===== src/rtl/bell_arbiter_57.sv =====
// bell_arbiter_57: ownership arbiter for the single piezo buzzer pin.
// Sources by priority: organ > alarm > chime > key-click beep.
// The alarm timeout and the chime beep/gap cadence run from the beat strobe tick_57.
// Optional key-click beep: compiled in only when BELL_KEYBEEP_EN is defined.
module bell_arbiter_57 #(
  parameter logic [7:0]  ALARM_BEATS = 8'd120,
  parameter logic [2:0]  CHIME_BEEPS = 3'd4,
  parameter logic [21:0] BEEP_CYCLES = 22'd2_500_000
) (
  input  logic       clk_50m_57,
  input  logic       rst_n_57,
  input  logic       tick_57,
  input  logic       bell_e_57,
  input  logic       organ_req_57,
  input  logic       alarm_req_57,
  input  logic       chime_req_57,
  input  logic       beep_req_57,
  input  logic       alarm_stop_57,
  input  logic       organ_tone_57,
  input  logic       alarm_tone_57,
  input  logic       chime_tone_57,
  input  logic       beep_tone_57,
  output logic       bell_w_57,
  output logic [2:0] owner_57,
  output logic       alarm_active_57,
  output logic       busy_57
);

  localparam logic [2:0] S_IDLE      = 3'd0;
  localparam logic [2:0] S_ORGAN     = 3'd1;
  localparam logic [2:0] S_ALARM     = 3'd2;
  localparam logic [2:0] S_CHIME_ON  = 3'd3;
  localparam logic [2:0] S_CHIME_OFF = 3'd5;
`ifdef BELL_KEYBEEP_EN
  localparam logic [2:0] S_BEEP      = 3'd4;
`endif

  logic [2:0] state_q, state_d;
  logic [7:0] alarm_cnt_q, alarm_cnt_d;
  logic       alarm_active_q, alarm_active_d;
  logic [2:0] chime_cnt_q, chime_cnt_d;
  logic [2:0] chime_cnt_inc;
  logic       bell_w_q, bell_w_d;
  logic       tone_sel;
`ifdef BELL_KEYBEEP_EN
  logic [21:0] beep_cnt_q, beep_cnt_d;
  logic        beep_load;
`else
  // Beep inputs are present on the port list but have no function in this build.
  logic unused_beep;
  assign unused_beep = beep_req_57 ^ beep_tone_57;
`endif

  // Alarm period: cancel beats (re)load, load beats a same-cycle tick, ticks count down.
  always_comb begin
    alarm_active_d = alarm_active_q;
    alarm_cnt_d    = alarm_cnt_q;
    if (alarm_stop_57) begin
      alarm_active_d = 1'b0;
      alarm_cnt_d    = 8'd0;
    end else if (alarm_req_57) begin
      alarm_active_d = 1'b1;
      alarm_cnt_d    = ALARM_BEATS;
    end else if (alarm_active_q && tick_57) begin
      if (alarm_cnt_q <= 8'd1) begin
        alarm_cnt_d    = 8'd0;
        alarm_active_d = 1'b0;
      end else begin
        alarm_cnt_d = alarm_cnt_q - 8'd1;
      end
    end
  end

  // Saturating increment of the completed-beep count.
  assign chime_cnt_inc = (chime_cnt_q == 3'd7) ? 3'd7 : chime_cnt_q + 3'd1;

  // Ownership FSM: organ and a running alarm pre-empt everything; chime and beep never resume.
  always_comb begin
    state_d     = state_q;
    chime_cnt_d = chime_cnt_q;
`ifdef BELL_KEYBEEP_EN
    beep_load   = 1'b0;
`endif
    if (organ_req_57) begin
      state_d = S_ORGAN;
    end else if (alarm_active_d) begin
      state_d = S_ALARM;
    end else begin
      case (state_q)
        S_ORGAN, S_ALARM: state_d = S_IDLE;
        S_CHIME_ON: begin
          if (tick_57) state_d = S_CHIME_OFF;
        end
        S_CHIME_OFF: begin
          if (tick_57) begin
            chime_cnt_d = chime_cnt_inc;
            state_d     = (chime_cnt_inc >= CHIME_BEEPS) ? S_IDLE : S_CHIME_ON;
          end
        end
        default: begin
          // IDLE (and BEEP when compiled in): a chime may start, a beep only from IDLE.
          if (chime_req_57 && !alarm_active_q) begin
            state_d     = S_CHIME_ON;
            chime_cnt_d = 3'd0;
          end
`ifdef BELL_KEYBEEP_EN
          else if (state_q == S_IDLE && beep_req_57) begin
            state_d   = S_BEEP;
            beep_load = 1'b1;
          end else if (state_q == S_BEEP && beep_cnt_q <= 22'd1) begin
            state_d = S_IDLE;
          end
`endif
        end
      endcase
    end
  end

`ifdef BELL_KEYBEEP_EN
  // Beep length counter: loaded on entry, counts the cycles left in BEEP, cleared on exit.
  always_comb begin
    beep_cnt_d = beep_cnt_q;
    if (beep_load) begin
      beep_cnt_d = BEEP_CYCLES;
    end else if (state_d != S_BEEP) begin
      beep_cnt_d = 22'd0;
    end else if (beep_cnt_q != 22'd0) begin
      beep_cnt_d = beep_cnt_q - 22'd1;
    end
  end
`endif

  // Tone routed by the current owner; gaps and idle stay silent.
  always_comb begin
    tone_sel = 1'b0;
    case (state_q)
      S_ORGAN:    tone_sel = organ_tone_57;
      S_ALARM:    tone_sel = alarm_tone_57;
      S_CHIME_ON: tone_sel = chime_tone_57;
`ifdef BELL_KEYBEEP_EN
      S_BEEP:     tone_sel = beep_tone_57;
`endif
      default:    tone_sel = 1'b0;
    endcase
    bell_w_d = bell_e_57 & tone_sel;
  end

  // State, timers and the registered buzzer pin.
  always_ff @(posedge clk_50m_57 or negedge rst_n_57) begin
    if (!rst_n_57) begin
      state_q        <= S_IDLE;
      alarm_cnt_q    <= 8'd0;
      alarm_active_q <= 1'b0;
      chime_cnt_q    <= 3'd0;
      bell_w_q       <= 1'b0;
`ifdef BELL_KEYBEEP_EN
      beep_cnt_q     <= 22'd0;
`endif
    end else begin
      state_q        <= state_d;
      alarm_cnt_q    <= alarm_cnt_d;
      alarm_active_q <= alarm_active_d;
      chime_cnt_q    <= chime_cnt_d;
      bell_w_q       <= bell_w_d;
`ifdef BELL_KEYBEEP_EN
      beep_cnt_q     <= beep_cnt_d;
`endif
    end
  end

  // Owner code: both chime phases report the chime.
  always_comb begin
    case (state_q)
      S_ORGAN:     owner_57 = 3'd1;
      S_ALARM:     owner_57 = 3'd2;
      S_CHIME_ON:  owner_57 = 3'd3;
      S_CHIME_OFF: owner_57 = 3'd3;
`ifdef BELL_KEYBEEP_EN
      S_BEEP:      owner_57 = 3'd4;
`endif
      default:     owner_57 = 3'd0;
    endcase
  end

  assign busy_57         = (owner_57 != 3'd0);
  assign alarm_active_57 = alarm_active_q;
  assign bell_w_57       = bell_w_q;

endmodule


===== config.mk =====
export PLATFORM = sky130hd
export DESIGN_NAME = bell_arbiter_57
export DESIGN_NICKNAME = d
export VERILOG_FILES = /design/src/rtl/bell_arbiter_57.sv
export SDC_FILE = /design/constraint.sdc
export NUM_CORES = 1
export LEC_CHECK = 0
export ABC_AREA = 1
export BUFFER_PORTS_ARGS = -buffer_cell sky130_fd_sc_hd__buf_2
export CORE_UTILIZATION = 54
export CTS_CLUSTER_SIZE = 25
export DETAILED_ROUTE_END_ITERATION = 8
export GPL_TIMING_DRIVEN = 0
export HOLD_SLACK_MARGIN = 0.15
export PLACE_DENSITY = 0.78
export SYNTH_ARGS = -nofsm -noshare
export SYNTH_HDL_FRONTEND = slang
export SYNTH_SLANG_ARGS = --single-unit

===== constraint.sdc =====
create_clock -name clk_50m_57 -period 1.95 [get_ports clk_50m_57]
set_input_delay 0.4875 -clock clk_50m_57 [delete_from_list [all_inputs] [get_ports clk_50m_57]]
set_output_delay 0.4875 -clock clk_50m_57 [all_outputs]
set_load 0.05 [all_outputs]

==> flow_summary.ini, run 1 <==
[routing]
wl_per_cell_um = 11.9
first_iter_violations = 15
routed_wl_um = 2270
dr.pass1.iters = 5
drc = 0
via_per_inst = 5.35
vias = 1021
antenna_left = 0

[synthesis]
synthTopCellsByCount = nand2_1, dfrtp_1, inv_1
async_flop_share = 1.00
synthFlopType = dfrtp_1
seq_area_frac_synth = 0.386
synthCells = 146
synth_seq_cells = 16
yosys.area.top_type = dfrtp_1
synth_area_um2 = 1040
ys_types = 26
synth.area.top_cells = dfrtp_1, nand2_1, inv_1, nand3_1, nand4_1
postSynthNetCount = 162
synth_top_area_frac = 0.386
yosys_warnings = 0
synth.most_common_cell = nand2_1
synth_edf_count = 0
syn_area_per_cell_um2 = 7.11

[grt]
antenna_found_initial = 0
grt_pass1_vias = 977
grt_pass1_wl_um = 3770
grt_max_degree = 17
track_usage = 0.248
grt.overflow.total = 0

[clock_tree]
cts.sinks = 16
cts_setup_buffers = 0
cts_root_buf = clkbuf_4
cts_tree = done
clk_path_buf_depth = 2
cts.clk_slew.worst_paths_ns = 0.10
clk_latency_ns = 0.28
post_cts_resized = 0
numCtsBuffers = 3
htreeDepth = 1

[power_and_ir_drop]
ir_worst_vdd_mv = 0.671
internal-power_w = 0.000616
power_frac_seq = 0.375
comb_power_share = 0.415
clockPowerShare = 0.210
p_sw_frac = 0.432
p_leak_nw = 0.653
p_switching_w = 0.000469
powerDensity_nw_per_um2 = 911

[floorplanning]
ios = 19
core_area_um2 = 1760
die-area_um2 = 2100
num_rows = 15
dieWidth_um = 45.9
die_height_um = 45.9
start_util = 0.589

[place]
portBuffers = 15
gp_congestion = 0.877
post-place-ws_ns = 0.362
dpl.hpwl_um = 1720

[setup_path]
cp.required_ns = 1.46
critPathLaunch = state_q[1]
end_kind = primary output
setup.worst_path.class = flop to primary output
start_kind = flop
worstReg2RegStart = alarm_cnt_q[0]
crit_arrival_ns = 1.32
crit_fanout = 5

[sta]
hold_viol_final = 0
fin_crit_ns = 1.81
setup_ws_ns = 0.142
finalMaxSlewViolations = 0
rsz0062_at_grt = no
setup_violations = 0
min_period_over_period = 0.927
finalSetupTns_ns = 0
fmax_mhz = 553
fin_skew_ns = 0.00143

[cells_and_area]
seqCellArea_um2 = 400
drive_gt1_frac = 0.217
fillers = 178
num_antenna_cells = 0
nets = 183
multi_input_area_um2 = 548
syn_to_final_growth_pct = 14.7

[outcome]
status = finished, final reports clean

[hold_path]
min_path_type = input port to flop
min_from = bell_e_57

[flow_run]
max_cap_violations = 0
==> critical path, stage by stage (launching register included) <==
cell and delay [ns]:
dfrtp_1 0.46, inv_2 0.09, nand2_1 0.12, nand2_1 0.11, buf_2 0.26
==> logic make-up after synthesis <==
kind of cell / after synthesis / share of synthesized area
flip-flops: 16 / 0.386
adder cells (fa/ha/maj): 3 / 0.0361
XOR/XNOR: 2 / 0.0169
other: 1 / 0.00361
buffers and inverters: 23 / 0.0867
AO/OA/AOI/OAI: 20 / 0.106
AND/OR/NAND/NOR: 81 / 0.365
==> sequential cells by signal, indices dropped and copies added (netlist names) <==
name,count
chime_cnt_q,3
alarm_cnt_q,8
bell_w_57,1
alarm_active_57,1
state_q,3
==> per-layer routing <==
| layer | track usage | share of wire |
|---|---|---|
| met1 | 0.269 | 0.41 |
| met2 | 0.473 | 0.56 |
| met3 | 0.0317 | 0.029 |
| met4 | 0.100 | 0.0057 |
| met5 | 0 | 0 |
==> layout by cell type, fill, tap and decap left out, drive strengths merged, types with 2 or more instances in the layout <==
cell type	count
xor2	2
inv	21
o21ai	8
buf	16
ha	3
nand2	44
dfrtp	16
or2	2
a21oi	7
nand3	12
nand4	8
o22ai	2
clkbuf	4
nor2	13
nor3	2
==> per-stage QoR <==
step | hold slack [ns] | total power, W | util | cells | cell area (µm²)
after detailed placement | 0.427 | 0.000856 | 0.649 | 186 | 1140
final | 0.387 | 0.00108 | 0.675 | 191 | 1190
after CTS | 0.384 | 0.00109 | 0.675 | 191 | 1190
after global placement | 0.423 | 0.000846 | 0.649 | 186 | 1140
after global routing | 0.399 | 0.00116 | 0.675 | 191 | 1190
after floorplan | 0.192 | 0.000758 | - | 146 | 1040
==> power groups by stage <==
stage | combinational (W) | clock [W] | sequential [W]
after CTS | 0.000447 | 0.000232 | 0.000407
final | 0.000450 | 0.000228 | 0.000407
after floorplan | 0.000333 | 0 | 0.000425
after global routing | 0.000499 | 0.000246 | 0.000413
after detailed placement | 0.000444 | 0 | 0.000413
after global placement | 0.000435 | 0 | 0.000412
==> final timing paths <==
check                      slack [ns]        endpoint  depth (start not counted)
max in group asynchronous        1.05      state_q[0]                          2
setup reg to reg                 0.37  chime_cnt_q[1]                         11
setup / recovery                 0.14         busy_57                          4
min in group asynchronous        0.64  alarm_cnt_q[2]                          2
hold / removal                   0.39       bell_w_57                          3
hold reg to reg                  0.49  chime_cnt_q[1]                          2
==> area by class of cell <==
| type | instances | area share |
|---|---|---|
| clock buffer | 4 | 0.0305 |
| tap | 25 | 0.0263 |
| buffer | 1 | 0.00630 |
| multi-input combinational | 107 | 0.460 |
| inverter | 22 | 0.0693 |
| timing repair buffer | 16 | 0.0714 |
| sequential | 16 | 0.336 |
==> timing repair <==
action | CTS | global route
hold buffers | 1 | 0
endpoints found under the hold margin | 16 | 0
endpoints found under the setup margin | 0 | 0
Power figures use the tool's default switching activity.
==> run 2: changes to the inputs <==
--- a/config.mk
+++ b/config.mk
@@ -14,4 +14,5 @@
 export HOLD_SLACK_MARGIN = 0.15
 export PLACE_DENSITY = 0.78
+export SLEW_MARGIN = 25
 export SYNTH_ARGS = -nofsm -noshare
 export SYNTH_HDL_FRONTEND = slang
==> constraint.sdc (replaced) <==
create_clock -name clk_50m_57 -period 1.95 [get_ports clk_50m_57]
set_input_delay 0.195 -clock clk_50m_57 [delete_from_list [all_inputs] [get_ports clk_50m_57]]
set_output_delay 0.195 -clock clk_50m_57 [all_outputs]
set_load 0.05 [all_outputs]
==> run 2 against run 1 <==
- clock power about the same
- critical path depth increased by 7
- design area increased by 1.7%
- die area stayed put
- non-clock buffer count increased by 2
- worst setup slack improved by 0.24 ns
==> flow_summary.ini, run 2 (synthesized netlist as in run 1, its figures left out) <==
[cells_and_area]
nets = 185
fin_area_um2 = 1210
syn_to_final_growth_pct = 16.6
drive_gt1_frac = 0.214
fin_util = 0.687
largest_reg_flops = 8
final_common_cell = nand2_1
num_antenna_cells = 0
stdcell_count = 193
top_register = alarm_cnt_q
mostFrequentLayoutCells = nand2_1, dfrtp_1, inv_1, buf_2, nor2_1
top_regs = alarm_cnt_q x8, chime_cnt_q x3, state_q x3

[power_and_ir_drop]
power_w = 0.00109
powerDensity_nw_per_um2 = 898
p_leak_nw = 0.661
ir_worst_vdd_mv = 0.669

[setup_path]
setup.worst_path.class = flop to flop
start_kind = flop
crit_fanout = 10
cp.required_ns = 2.13
end_kind = flop
crit_arrival_ns = 1.75

[floorplanning]
num_rows = 15
core_area_um2 = 1760
dieWidth_um = 45.9
start_util = 0.589
ios = 19
die_height_um = 45.9
die-area_um2 = 2100

[routing]
wl_per_cell_um = 11.8
drc = 0
vias = 1030
via_per_inst = 5.34
antenna_left = 0
first_iter_violations = 17
routed_wl_um = 2270
dr.pass1.iters = 4

[place]
gp_congestion = 0.877
portBuffers = 15
placed_area_um2 = 1140
dp_cells = 186
dpl.hpwl_um = 1720

[grt]
grt.busiest_layer = met2
grt_pass1_wl_um = 3800
grt.overflow.total = 0
use_met2 = 0.485
antenna_found_initial = 0
track_usage = 0.250
grt_pass1_vias = 979
grt_use_met1 = 0.269
use_met3 = 0.0317
grt_max_degree = 17

[sta]
fmax_mhz = 637
finalSetupTns_ns = 0
finalMaxSlewViolations = 0
rsz0062_at_grt = no
setup_violations = 0
min_period_over_period = 0.805
fin_skew_ns = 0.00201
fin_crit_ns = 1.57
hold_viol_final = 0

[flow_run]
max_cap_violations = 0

[outcome]
status = finished, final reports clean

[hold_path]
min_path_type = input port to flop

[clock_tree]
htreeDepth = 1
numCtsBuffers = 3
post_cts_resized = 0
clk_latency_ns = 0.28
cts.sinks = 16
cts.clk_slew.worst_paths_ns = 0.11
clk_path_buf_depth = 2
cts_root_buf = clkbuf_4
cts_tree = done
-- run 2: worst paths after layout --
| kind | start | endpoint | slack, ns | cells after the start |
|---|---|---|---|---|
| max | alarm_cnt_q[0] | chime_cnt_q[1] | 0.38 | 11 |
| min | alarm_req_57 | alarm_cnt_q[3] | 0.22 | 3 |
| max reg2reg | alarm_cnt_q[0] | chime_cnt_q[1] | 0.38 | 11 |
| min reg2reg | chime_cnt_q[1] | chime_cnt_q[1] | 0.49 | 2 |
| max in group asynchronous | rst_n_57 | state_q[0] | 1.34 | 2 |
| min in group asynchronous | rst_n_57 | alarm_cnt_q[5] | 0.35 | 2 |
-- run 2: cell type report --
cell class / instances / area (µm²)
Sequential cell: 16 / 400
Fill cell: 175 / 553
Multi-Input combinational cell: 107 / 548
Clock buffer: 4 / 36.3
Tap cell: 25 / 31.3
Timing Repair Buffer: 18 / 105
Buffer: 1 / 7.51
Inverter: 22 / 82.6
-- run 2: repair_timing --
| item | 4_1_cts | 5_1_grt |
|---|---|---|
| buffers inserted | 0 | 0 |
| hold buffers | 3 | 0 |
| hold endpoints to repair | 18 | 0 |
-- run 2: metal layers --
layer,vias to the layer above,part of all wire
li1,519,-
met1,488,0.41
met2,21,0.55
met3,2,0.029
met4,0,0.0057
met5,-,0
-- run 2: worst max-delay path, cell delays in order, from the launching register on --
cell     delay (ns)
dfrtp_1        0.44
inv_1          0.08
ha_1           0.19
nor2_1         0.06
nor2_1         0.14
nand3_1        0.09
nand2_1        0.06
nand2_1        0.08
nand2_4        0.12
nand3_2        0.10
nand2_1        0.07
nand2_1        0.05
-- run 2: power breakdown --
group          leakage, nW  total (W)  internal (W)  switching [W]
clock               0.0210   0.000227      0.000113       0.000114
sequential           0.210   0.000407      0.000368      0.0000387
combinational        0.430   0.000453      0.000137       0.000317
-- run 2: stage by stage --
stage          setup WS [ns]  hold WS, ns
4_1_cts                0.353        0.210
5_1_grt                0.187        0.232
3_3_place_gp           0.419        0.130
6_report               0.380        0.220
3_5_place_dp           0.362        0.134
2_1_floorplan          0.426       -0.101
